<file path="config.mk">
export PLATFORM = sky130hd
export DESIGN_NAME = pipe_ctrl
export DESIGN_NICKNAME = d
export VERILOG_FILES = /design/src/rtl/pipe_ctrl.sv
export SDC_FILE = /design/constraint.sdc
export NUM_CORES = 1
export LEC_CHECK = 0
export BUFFER_PORTS_ARGS = -buffer_cell sky130_fd_sc_hd__buf_2
export CAP_MARGIN = 5
export CORE_ASPECT_RATIO = 0.6
export CORE_UTILIZATION = 44
export DETAILED_ROUTE_END_ITERATION = 10
export GPL_TIMING_DRIVEN = 0
export PLACE_DENSITY = 0.87
export RECOVER_POWER = 25
export SYNTH_ARGS = -nofsm -noshare
export SYNTH_HDL_FRONTEND = slang
export SYNTH_SLANG_ARGS = --single-unit
export TNS_END_PERCENT = 20
</file>
<file path="constraint.sdc">
create_clock -name clk -period 3.7 [get_ports clk]
set_input_delay 0.37 -clock clk [delete_from_list [all_inputs] [get_ports clk]]
set_output_delay 0.37 -clock clk [all_outputs]
set_load 0.02 [all_outputs]
</file>
<file path="src/rtl/pipe_ctrl.sv">
// Pipeline sequencing controller: hold/flush/redirect generation for PC, IF-ID
// and ID-EX, illegal-instruction trap handshake, and a saturating lost-cycle counter.
module pipe_ctrl #(
  parameter int FLUSH_CYCLES = 1,
  parameter int CNT_WIDTH    = 16
) (
  input  logic                 clk,
  input  logic                 rst_n,
  input  logic                 id_valid_i,
  input  logic [31:0]          id_pc_i,
  input  logic [6:0]           id_opcode_i,
  input  logic [2:0]           id_funct3_i,
  input  logic [4:0]           id_rs1_addr_i,
  input  logic [4:0]           id_rs2_addr_i,
  input  logic                 id_err_i,
  input  logic                 ex_is_load_i,
  input  logic [4:0]           ex_rd_addr_i,
  input  logic                 ex_jump_i,
  input  logic [31:0]          ex_jump_addr_i,
  input  logic                 ex_busy_i,
  input  logic [31:0]          mtvec_i,
  input  logic                 trap_ack_i,
  output logic                 pc_hold_o,
  output logic                 if_id_hold_o,
  output logic                 if_id_flush_o,
  output logic                 id_ex_hold_o,
  output logic                 id_ex_flush_o,
  output logic                 pc_jump_o,
  output logic [31:0]          pc_jump_addr_o,
  output logic                 trap_req_o,
  output logic [31:0]          trap_pc_o,
  output logic [CNT_WIDTH-1:0] stall_cnt_o,
  input  logic                 stall_cnt_clr_i
);

  typedef enum logic [1:0] {RUN, FLUSH, TRAP} state_t;

  localparam bit         USE_FLUSH  = (FLUSH_CYCLES > 1);
  localparam logic [2:0] FLUSH_LOAD = 3'(FLUSH_CYCLES - 1);

  state_t      state, next_state;
  logic [2:0]  count, next_count;

  logic        rs1_used, rs2_used, hazard;
  logic        take_trap, ack_taken;
  logic        c_pc_hold, c_if_id_hold, c_if_id_flush;
  logic        c_id_ex_hold, c_id_ex_flush, c_pc_jump;
  logic [31:0] c_jump_addr;

  // SYSTEM only reads rs1 for the register forms (funct3 = 0xx).
  always_comb begin
    rs1_used = 1'b0;
    rs2_used = 1'b0;
    case (id_opcode_i)
      7'b0010011, 7'b0000011, 7'b1100111: rs1_used = 1'b1;
      7'b0100011, 7'b0110011, 7'b1100011: begin
        rs1_used = 1'b1;
        rs2_used = 1'b1;
      end
      7'b1110011: rs1_used = id_funct3_i inside {3'b000, 3'b001, 3'b010, 3'b011};
      default: ;
    endcase
  end

  assign hazard = id_valid_i & ex_is_load_i & (ex_rd_addr_i != 5'd0) &
                  ((rs1_used & (id_rs1_addr_i == ex_rd_addr_i)) |
                   (rs2_used & (id_rs2_addr_i == ex_rd_addr_i)));

  always_comb begin
    c_pc_hold     = 1'b0;
    c_if_id_hold  = 1'b0;
    c_if_id_flush = 1'b0;
    c_id_ex_hold  = 1'b0;
    c_id_ex_flush = 1'b0;
    c_pc_jump     = 1'b0;
    c_jump_addr   = 32'd0;
    take_trap     = 1'b0;
    ack_taken     = 1'b0;
    next_state    = state;
    next_count    = count;
    case (state)
      RUN, FLUSH: begin
        if (ex_jump_i) begin
          c_pc_jump     = 1'b1;
          c_jump_addr   = ex_jump_addr_i;
          c_if_id_flush = 1'b1;
          c_id_ex_flush = 1'b1;
          next_state    = USE_FLUSH ? FLUSH : RUN;
          next_count    = USE_FLUSH ? FLUSH_LOAD : 3'd0;
        end else if (state == FLUSH) begin
          c_if_id_flush = 1'b1;
          c_id_ex_flush = 1'b1;
          next_count    = count - 3'd1;
          if (count <= 3'd1) next_state = RUN;
        end else if (ex_busy_i) begin
          c_pc_hold    = 1'b1;
          c_if_id_hold = 1'b1;
          c_id_ex_hold = 1'b1;
        end else if (id_valid_i & id_err_i) begin
          c_pc_hold     = 1'b1;
          c_if_id_hold  = 1'b1;
          c_id_ex_flush = 1'b1;
          take_trap     = 1'b1;
          next_state    = TRAP;
        end else if (hazard) begin
          c_pc_hold     = 1'b1;
          c_if_id_hold  = 1'b1;
          c_id_ex_flush = 1'b1;
        end
      end
      TRAP: begin
        if (trap_req_o & trap_ack_i) begin
          c_pc_jump     = 1'b1;
          c_jump_addr   = mtvec_i;
          c_if_id_flush = 1'b1;
          c_id_ex_flush = 1'b1;
          ack_taken     = 1'b1;
          next_state    = USE_FLUSH ? FLUSH : RUN;
          next_count    = USE_FLUSH ? FLUSH_LOAD : 3'd0;
        end else begin
          c_pc_hold     = 1'b1;
          c_if_id_hold  = 1'b1;
          c_id_ex_flush = 1'b1;
        end
      end
      default: begin
        next_state = RUN;
        next_count = 3'd0;
      end
    endcase
  end

  // Controls are forced low while reset is asserted.
  assign pc_hold_o      = rst_n & c_pc_hold;
  assign if_id_hold_o   = rst_n & c_if_id_hold;
  assign if_id_flush_o  = rst_n & c_if_id_flush;
  assign id_ex_hold_o   = rst_n & c_id_ex_hold;
  assign id_ex_flush_o  = rst_n & c_id_ex_flush;
  assign pc_jump_o      = rst_n & c_pc_jump;
  assign pc_jump_addr_o = rst_n ? c_jump_addr : 32'd0;

  always_ff @(posedge clk or negedge rst_n) begin
    if (!rst_n) begin
      state      <= RUN;
      count      <= 3'd0;
      trap_req_o <= 1'b0;
      trap_pc_o  <= 32'd0;
    end else begin
      state <= next_state;
      count <= next_count;
      if (take_trap) begin
        trap_req_o <= 1'b1;
        trap_pc_o  <= id_pc_i;
      end else if (ack_taken) begin
        trap_req_o <= 1'b0;
      end
    end
  end

  always_ff @(posedge clk or negedge rst_n) begin
    if (!rst_n)
      stall_cnt_o <= '0;
    else if (stall_cnt_clr_i)
      stall_cnt_o <= '0;
    else if ((pc_hold_o | if_id_flush_o) && (stall_cnt_o != {CNT_WIDTH{1'b1}}))
      stall_cnt_o <= stall_cnt_o + 1'b1;
  end

endmodule

</file>
Word-level counts from Yosys, hierarchy flattened --
Index checks and enable logic that the tools add are counted.
Cells by class: add/sub/neg operators 2, bitwise logic cells 14, order comparisons 1, reductions and logical operators 12, eq/ne operators 20, muxes and demuxes 48
Operators by type and width (number):
- two-way mux 32 bit | 3
- one-hot mux 32 bit (2 select lines) | 1
- two-way mux 16 bit | 2
- two-way mux 1 bit | 26
- == test 7 bit (second input constant) | 3
- adder 16 x 1 -> 16 bit (second input constant) | 1
- inequality test 16 bit (second input constant) | 1
- == test 7 x 6 -> 1 bit (second input constant) | 2
- AND 1 bit | 12
- two-way mux 2 bit | 6
- inequality test 4 bit (second input constant) | 3
- == test 5 bit | 2
- one-hot mux 1 bit (2 select lines) | 5
- two-way mux 3 bit | 3
- == test 7 x 2 -> 1 bit (second input constant) | 1
- == test 7 x 5 -> 1 bit (second input constant) | 1
- == test 3 x 2 -> 1 bit (second input constant) | 2
- one-hot mux 3 bit (2 select lines) | 1
- OR reduction 6 bit | 1
- nonzero test 5 bit | 1
- one-hot mux 2 bit (2 select lines) | 1
- AND reduction 4 bit | 1
- nonzero test 2 bit | 2
- nonzero test 4 bit | 1
- other kinds (14) | 15
Word-level totals: logic and storage cells 102, output and inout bits 87, register bits after elaboration 54

Depth between registers and ports, before layout --
word-level depth 17, mapped depth 9, gate-level depth less buffers 7

Worst setup path before layout --
Ideal clock, no wire load.
kind register to output, start point reg state[1], end point out pc_hold_o, data required time 3330 ps, arrival 1911 ps, stages on the path, launching flop included 9, setup slack 1419 ps, cell sequence dfrtp_1 > clkbuf_1 > and3_1 > clkbuf_1 > clkbuf_1 > nor2_1 > nand2_1 > a31oi_1 > buf_4
On the way: cells in the longest elaborated chain, start to end 5
Ends and longest elaborated chain:
- start, declared | line 41 | state_t state, next_state;
- start signal, assigned | line 149 | state <= next_state;
- == test 2 x 1 -> 1 bit
- two-way mux 1 bit (2 in a row)
- one-hot mux 1 bit (2 select lines) *
- AND 1 bit *
- end, declared | line 23 | output logic pc_hold_o,
Mark *: on every way between the ends. The rest lies on a longest branch, timed or not.

Worst setup path after layout --
start point in rst_n, end point out pc_hold_o
On the way: cells in the longest elaborated chain, start to end 1
Ends and longest elaborated chain:
- start, declared | line 8 | input logic rst_n,
- AND 1 bit | line 134 | assign pc_hold_o = rst_n & c_pc_hold;
No other way between the ends.

==> results_dict.tcl <==
set metrics [dict create \
    worst_slew_pin_slew_ns 1.07 \
    clkSinkCount 50 \
    crit_fanout 51 \
    nets 637 \
    postCtsSetupBuffers 0 \
    cts_buffer_depth 2 \
    grt-ovfl-total 0 \
    p_per_area_nw_per_um2 486 \
    initial_core_util 0.464 \
    diodes 0 \
    drt.antenna.violating_nets 0 \
    cts_tree "yes" \
    netlist_instances 286 \
    critPathMaxStageDelay_ns 0.79 \
    io_buffer_count 213 \
    avgSynthCellArea_sq_um 10.0 \
    vias_per_cell 5.24 \
    core_area_sq_um 6190 \
    antenna_found_initial 0 \
    status "finished clean" \
    worstPathArrival_ns 2.63 \
    drv_slew 0 \
    period_minus_slack_ns 3.00 \
    final_util 0.672 \
    final_layout_size_suffix_gt1_frac 0.513 \
    synth_edf_count 0 \
    timing.slew.headroom 0.284 \
    synth_async_sr_flop_share 1.00 \
    grt_max_degree 52 \
    setup_viol 0 \
    routedWlPerCell_um 14.9 \
    crit_buf_inv 5 \
    stdcell_count 591 \
    nFillCells 533 \
    yosys_warnings 0 \
    path_class "in -> out" \
    finalClockSkew_ns 0.00969 \
    clock_latency_ns 0.30 \
    grt_pass1_vias 2882 \
    regToRegSetupSlack_ns 1.30 \
    post-place-ws_ns 0.659 \
    die_x_um 106 \
    drt-total-wl_um 8790 \
    row_count 22 \
    drc 0 \
    via_count 3095 \
    vdd_drop_max_mv 0.336 \
    numCtsBuffers 5 \
    syn_to_final_growth_pct 45.0 \
    ctsHoldBuffers 0 \
    ys_ff_latch 50 \
    cp-start-kind "primary input" \
    synth_ff_type "dfrtp_1" \
    cts_resized 0 \
    hold_viol 0 \
    grt_pass1_wl_um 14200 \
    critPathRequiredTime_ns 3.33 \
    worst_slack_ns 0.700 \
    crit_family "buffers and inverters" \
    r2r_cells 4 \
    maxCapViolations 0 \
    final.period_utilization 0.811 \
    tns_ns 0 \
    p_leak_uw 0.00215 \
    ys_types 36 \
    clkSlewWorstSetupHoldPaths_ns 0.10 \
    r2r-start "state[1]" \
    placedCellCount 583 \
    endpoint_kind "output port" \
    hold_path.class "in -> async" \
    die-area_sq_um 6860 \
    hpwl_um 7230 \
    clock-root-buffer "clkbuf_8" \
    gp_congestion 0.881 \
    path_cells "buf_2 > clkbuf_1 > clkbuf_1 > nand2_1 > a31oi_1 > buf_4 > buf_2" \
    crit_slowest_cell "buf_2" \
    synth_area_sq_um 2870 \
    grt_usage 0.260 \
    synth.net_count 417 \
    ioPinCount 217 \
    dr.pass1.iters 4 \
    rsz0062_at_grt "false" \
    fmax_mhz 333 \
    r2r-end "trap_pc_o[5]" \
    ys_seq_area_frac 0.436 \
    htreeDepth 2 \
    drtIter0Drc 190 \
    die_h_um 64.6 \
]
==> registers in the layout, summed over array words and instances (netlist names) <==
name / cells
trap_pc_o: 32
stall_cnt_o: 16
state: 1
trap_req_o: 1
==> worst max path at each step <==
| stage | from | end | cells after the start |
|---|---|---|---|
| global placement | rst_n | pc_hold_o | 7 |
| finish | rst_n | pc_hold_o | 7 |
| detailed placement | rst_n | pc_hold_o | 7 |
| floorplan | state[1] | pc_hold_o | 8 |
| CTS | rst_n | pc_hold_o | 7 |
| global route | rst_n | pc_hold_o | 7 |
==> routing by layer <==
metal  vias to the layer above  track usage  share of wire
li1                       1489            -              -
met1                      1461        0.371           0.46
met2                       137        0.425           0.47
met3                         8       0.0483          0.064
met4                         0       0.0347         0.0055
met5                         -            0              0
==> power breakdown <==
group	internal [uW]	switching (uW)
Combinational	351	500
Sequential	694	73.2
Clock	223	183
==> layout make-up <==
type,instances,area [sq um],share of cell area
plain buffers,23,109,0.0261
flip-flops and latches,50,1250,0.300
repair buffers,213,1070,0.256
well taps,84,105,0.0252
inverters,6,22.5,0.00541
clock buffers,6,82.6,0.0198
multi-input cells,207,1490,0.358
clock inverters,2,38.8,0.00931
==> cells in the mapped netlist (2+ instances only) <==
cell type,instances,share of area
o21ai_0,6,0.010
o31ai_1,10,0.026
clkbuf_1,17,0.022
nor2b_1,35,0.076
or4_1,9,0.024
nand3_1,9,0.016
nand4_1,2,0.0044
a21oi_1,18,0.031
xor2_1,4,0.012
dfrtp_1,50,0.44
mux2_2,32,0.13
nor3_1,3,0.0052
buf_4,4,0.010
nor2_1,5,0.0065
xnor2_1,7,0.021
inv_1,6,0.0078
a21o_1,2,0.0052
and3_1,3,0.0065
nand2_1,12,0.016
a22oi_1,32,0.084
or3_1,5,0.011
==> cells in the final DEF, fill, tap and decap left out, types with 2 or more instances in the layout <==
cell      instances
clkbuf_1         17
buf_2           213
xnor2_1           7
and3_1            3
mux2_2           32
clkbuf_8          6
nand2_1          12
nor3_1            3
nand3_1           9
xor2_1            4
nor2_1            5
or4_1             9
buf_4             4
a22oi_1          32
nand4_1           2
o31ai_1          10
nor2b_1          35
o21ai_0           6
a21oi_1          18
inv_1             6
a21o_1            2
or3_1             5
dfrtp_1          50
==> cells by family (layout without fill, tap and decap cells) <==
kind of cell,Yosys count,after routing,share of synthesized area
compound gates,74,74,0.173
mux,32,32,0.125
xor+xnor,11,11,0.0336
fa+ha+maj,1,1,0.00436
simple gates,89,89,0.183
buf+inv,29,250,0.0457
flops,50,50,0.436
==> through the flow <==
step	total power [uW]	instance area (sq um)	hold slack, ns
after floorplan	1290	2870	0.0744
after global placement	1600	4040	0.475
after detailed placement	1640	4040	0.484
after CTS	2040	4160	0.293
after global routing	2140	4160	0.280
final	2020	4160	0.267
(Power assumes the default switching activity.)
